File: src/rtl/jh_sram_port_arbiter.sv
// Round-robin arbiter sharing one single-port SRAM among NUM_REQ requesters, with a tagged read-return pipeline.
// Optional write priority: define JH_SRAM_ARB_WR_PRIO_EN to restrict arbitration to writers whenever any writer is requesting.
module jh_sram_port_arbiter #(
   parameter  int DATA_WIDTH     = 8,
   parameter  int REQ_ADDR_WIDTH = 8,
   parameter  int NUM_REQ        = 2,
   parameter  int RD_LATENCY     = 1,
   localparam int IDX_W          = $clog2(NUM_REQ),
   localparam int MEM_ADDR_WIDTH = IDX_W + REQ_ADDR_WIDTH
) (
   input  logic                            clk,
   input  logic                            rstn,
   input  logic                            clear,
   input  logic [NUM_REQ-1:0]              req,
   input  logic [NUM_REQ-1:0]              req_we,
   input  logic [NUM_REQ*REQ_ADDR_WIDTH-1:0] req_addr,
   input  logic [NUM_REQ*DATA_WIDTH-1:0]   req_wdata,
   output logic [NUM_REQ-1:0]              gnt,
   output logic [NUM_REQ-1:0]              rvalid,
   output logic [DATA_WIDTH-1:0]           rdata,
   output logic [MEM_ADDR_WIDTH-1:0]       mem_addr,
   output logic [DATA_WIDTH-1:0]           mem_din,
   output logic                            mem_wr_enable,
   output logic                            mem_rd_enable,
   input  logic [DATA_WIDTH-1:0]           mem_dout
);

   logic [REQ_ADDR_WIDTH-1:0] addr_a  [NUM_REQ];
   logic [DATA_WIDTH-1:0]     wdata_a [NUM_REQ];

   for (genvar i = 0; i < NUM_REQ; i++) begin : g_unpack
      assign addr_a[i]  = req_addr[i*REQ_ADDR_WIDTH +: REQ_ADDR_WIDTH];
      assign wdata_a[i] = req_wdata[i*DATA_WIDTH +: DATA_WIDTH];
   end

   logic [IDX_W-1:0]   last_r;
   logic [NUM_REQ-1:0] elig;
   logic [IDX_W-1:0]   cand;
   logic [IDX_W-1:0]   win_idx;
   logic               win_vld;
   logic               fire;
   logic               rd_fire;

   // Candidate search from last_r+1 upward; NUM_REQ is a power of two so IDX_W-bit addition wraps.
   always_comb begin
`ifdef JH_SRAM_ARB_WR_PRIO_EN
      elig = (|(req & req_we)) ? (req & req_we) : req;
`else
      elig = req;
`endif
      win_vld = 1'b0;
      win_idx = '0;
      cand    = '0;
      // Walk from lowest to highest priority so the last hit is the highest-priority requester.
      for (int k = NUM_REQ; k >= 1; k--) begin
         cand = last_r + IDX_W'(k);
         if (elig[cand]) begin
            win_vld = 1'b1;
            win_idx = cand;
         end
      end
   end

   assign fire    = win_vld & ~clear & rstn;
   assign rd_fire = fire & ~req_we[win_idx];

   always_comb begin
      gnt           = '0;
      mem_addr      = '0;
      mem_din       = '0;
      mem_wr_enable = 1'b0;
      mem_rd_enable = 1'b0;
      if (fire) begin
         gnt[win_idx]  = 1'b1;
         mem_addr      = {win_idx, addr_a[win_idx]};
         mem_din       = wdata_a[win_idx];
         mem_wr_enable = req_we[win_idx];
         mem_rd_enable = ~req_we[win_idx];
      end
   end

   // NOTE: state registers use non-blocking assignments so every flop samples pre-edge values.
   always_ff @(posedge clk or negedge rstn) begin
      if (!rstn)      last_r <= IDX_W'(NUM_REQ - 1);
      else if (clear) last_r <= IDX_W'(NUM_REQ - 1);
      else if (fire)  last_r <= win_idx;
   end

   logic [RD_LATENCY-1:0] vld_r;
   logic [IDX_W-1:0]      tag_r [RD_LATENCY];

   always_ff @(posedge clk or negedge rstn) begin
      if (!rstn) begin
         vld_r <= '0;
      end else if (clear) begin
         vld_r <= '0;
      end else begin
         vld_r[0] <= rd_fire;
         for (int s = 1; s < RD_LATENCY; s++) vld_r[s] <= vld_r[s-1];
      end
   end

   // NOTE: tags are left unreset; they are only observed when the matching valid bit is set.
   always_ff @(posedge clk) begin
      tag_r[0] <= win_idx;
      for (int s = 1; s < RD_LATENCY; s++) tag_r[s] <= tag_r[s-1];
   end

   always_comb begin
      rvalid = '0;
      if (vld_r[RD_LATENCY-1] & ~clear & rstn) rvalid[tag_r[RD_LATENCY-1]] = 1'b1;
   end

   assign rdata = mem_dout;

endmodule

File: config.mk
export PLATFORM = sky130hd
export DESIGN_NAME = jh_sram_port_arbiter
export DESIGN_NICKNAME = d
export VERILOG_FILES = /design/src/rtl/jh_sram_port_arbiter.sv
export SDC_FILE = /design/constraint.sdc
export NUM_CORES = 1
export LEC_CHECK = 0
export BUFFER_PORTS_ARGS = -buffer_cell sky130_fd_sc_hd__buf_2
export CORE_UTILIZATION = 24
export CTS_BUF_LIST = sky130_fd_sc_hd__clkbuf_4 sky130_fd_sc_hd__clkbuf_8
export DETAILED_ROUTE_END_ITERATION = 7
export GPL_TIMING_DRIVEN = 0
export HOLD_SLACK_MARGIN = 0.08
export PLACE_DENSITY = 0.79
export SYNTH_ARGS = -nofsm -noshare
export SYNTH_HDL_FRONTEND = slang
export SYNTH_SLANG_ARGS = --single-unit
File: constraint.sdc
create_clock -name clk -period 1.55 [get_ports clk]
set_clock_uncertainty 0.2 [all_clocks]
set_input_delay 0.2325 -clock clk [delete_from_list [all_inputs] [get_ports clk]]
set_output_delay 0.2325 -clock clk [all_outputs]
set_load 0.03 [all_outputs]
==> flow_metrics.py <==
metrics = {
    "pwr": {
        "ir_drop_v": 0.000335,
        "p_leak_nw": 0.655,
        "power_density_nw_per_um2": 473,
        "finalPower_mw": 0.565,
    },
    "worst_setup_path": {
        "path_buf_inv": 3,
        "r2r_end": "tag_r[0]$_DFF_P_",
        "path_class": "flop to output port",
        "ff2ff_path_depth": 2,
        "cp_slowest_cell": "dfstp_2",
        "cp_max_fo": 6,
        "reg2reg_from": "last_r$_DFFE_PN1P_",
        "cp.arrival_ns": 1.53,
        "slowest_delay_ns": 0.56,
        "crit_path_cell_trace": "nand2b_4 > nand3_4 > clkinv_4 > clkbuf_16 > a22o_2 > buf_6",
        "required_ns": 1.12,
        "critical-path-top-delay-family": "flip-flops",
        "critPathLaunchType": "flop",
        "critPathLaunch": "last_r$_DFFE_PN1P_",
        "critPathCaptureType": "output port",
        "r2r_slack_ns": 0.04,
    },
    "grt": {
        "grt_pass1_wl_um": 2460,
        "antenna_found_initial": 0,
        "grt_start_max_net_pins": 12,
        "overflow": 0,
        "grt_pass1_vias": 634,
        "grt.total_usage_pct": 16.9,
    },
    "drt": {
        "routed_via_density": 4.44,
        "first_pass_iters": 6,
        "drt-total-wl_um": 1860,
        "drt_iter0_markers": 8,
        "wire_per_inst_um": 11.7,
        "vias": 711,
        "drc": 0,
        "final_antenna_net_count": 0,
    },
    "cells_and_area": {
        "final_cell_mix": "48 x buf_2, 22 x buf_6, 16 x buf_4, 14 x a22o_2, 5 x dlygate4sd3_1",
        "final_common_cell": "buf_2",
        "stdcell_count": 160,
        "diodes": 0,
        "syn_to_final_growth_pct": 175,
        "layout-drive-gt1-share_pct": 91.1,
        "nNetsFinal": 183,
        "design_area_sq_um": 1190,
    },
    "floorplanning": {
        "fp-row-count": 15,
        "ios": 78,
        "start_util_pct": 25.4,
        "fp.dieH_um": 44.5,
        "die-width_um": 44.5,
        "die_area_sq_um": 1980,
        "core-area_sq_um": 1710,
    },
    "timing": {
        "timing_max_transition_violations_final": 0,
        "hold_ws_ns": 0.159,
        "worstMarginPinSlew_ns": 0.164,
        "fin_crit_sh_pct": 127,
        "post-route-min-period_ns": 1.97,
        "rsz0062_at_grt": "yes",
        "finalSetupViolCount": 21,
        "fin_ws_ns": -0.417,
        "relSlewSlack_pct": 89.0,
        "setup_tns_ns": -7.73,
        "final_hold_viol_count": 0,
        "fmax_ghz": 0.508,
    },
    "synth": {
        "syn_nets": 93,
        "synth_top_area_share_pct": 18.4,
        "synth.avg_cell_area_sq_um": 9.44,
        "synthTopCellsByArea": "a22o_2 18%, a22o_1 18%, buf_4 16%",
        "ys_seq_elements": 3,
        "syn-cell-area_sq_um": 434,
        "ys_warn_count": 0,
        "synth_cell_types": 21,
        "syn_inst": 46,
        "yosys.area.top_type": "a22o_2",
        "synth-seq-area-share_pct": 16.4,
    },
    "status": {
        "outcome": "complete, but fails checks",
        "violations": "setup timing",
    },
    "place": {
        "placed_area_sq_um": 851,
        "dp_cells": 140,
        "place_congestion": 0.693,
        "io_buffers": 69,
        "post-dp-hpwl_um": 1280,
    },
    "clock_network": {
        "ctsLongestPathBuffers": 2,
        "cts_buffers": 3,
        "clock-sinks": 3,
        "clk_latency_ns": 0.24,
        "clockRootBuffer": "clkbuf_4",
        "clk_pin_slew_ns": 0.04,
        "cts_tree": "built",
        "h-tree-depth": 1,
    },
    "worst_hold_path": {
        "hold_class": "input port to async pin",
    },
    "run": {
        "cap_violations": 0,
    },
}
-- metrics by stage --
step,setup WS (ns),util [%]
4_1_cts,-0.402,64.6
6_report,-0.417,69.9
3_3_place_gp,-0.204,49.8
3_5_place_dp,-0.229,49.8
5_1_grt,-0.471,69.9
2_1_floorplan,-0.101,-
-- logic make-up (layout without fill, tap and decap cells) --
kind of cell | count (synthesis) | in the layout | share of synthesized area, %
and+or+nand+nor | 8 | 8 | 13.3
AOI/OAI and AO/OA | 22 | 22 | 44.7
buffers and inverters | 13 | 102 | 25.6
DFF | 3 | 3 | 16.4
-- registers in the layout, summed over array words and instances, names as in the netlist --
name / flops
last_r: 1
tag_r: 1
vld_r: 1
-- metal layers --
layer	track usage, %	wire, um	up-vias
li1	-	-	348
met1	15.1	642	313
met2	32.9	1020	48
met3	3.67	184	2
met4	11.5	14	0
met5	0	0	-
-- final cells by class --
cell class	instances	area, sq um
plain buffers	11	103
well taps	25	31.3
repair inverters	1	6.26
multi-input cells	30	307
flip-flops and latches	3	71.3
inverters	2	15.0
clock buffers	4	30.0
repair buffers	84	631
fillers	119	514
-- power breakdown --
group | leakage [nW] | switching (mW) | internal (mW)
clock network | 0.0184 | 0.0486 | 0.114
registers | 0.0325 | 0.00344 | 0.0844
logic | 0.604 | 0.149 | 0.166
total | 0.655 | 0.201 | 0.365
-- worst max path at each step --
| stage | endpoint | slack, ns | cells after the start |
|---|---|---|---|
| after floorplan | mem_addr[1] | -0.10 | 5 |
| after global placement | mem_din[2] | -0.20 | 6 |
| after detailed placement | mem_addr[3] | -0.23 | 6 |
| after CTS | mem_addr[3] | -0.40 | 6 |
| after global routing | mem_addr[4] | -0.47 | 6 |
| final | mem_addr[3] | -0.42 | 6 |
-- synthesized netlist by cell type, drive strengths merged --
cell,n
a21boi,1
a31oi,1
dfrtp,1
nand2b,1
nor2,1
nand3,1
nand2,2
a21oi,1
or2,1
buf,11
inv,2
nor2b,1
dfxtp,1
and3,1
o22ai,2
dfstp,1
a22o,17
-- worst register-to-register path: cells and delay by family, from the launching register on --
kind                   cells  cell delay [ns]
AO/OA/AOI/OAI              1             0.08
buffers and inverters      1             0.56
flip-flops                 1             0.56
-- repair_timing --
action,4_1_cts,5_1_grt
buffers inserted,5,4
endpoints found under the setup margin,21,21
resized for setup,40,12
hold buffers,5,0
hold endpoints to repair,5,0
cloned,1,1
pin swaps,0,1
Power figures use the tool's default switching activity.
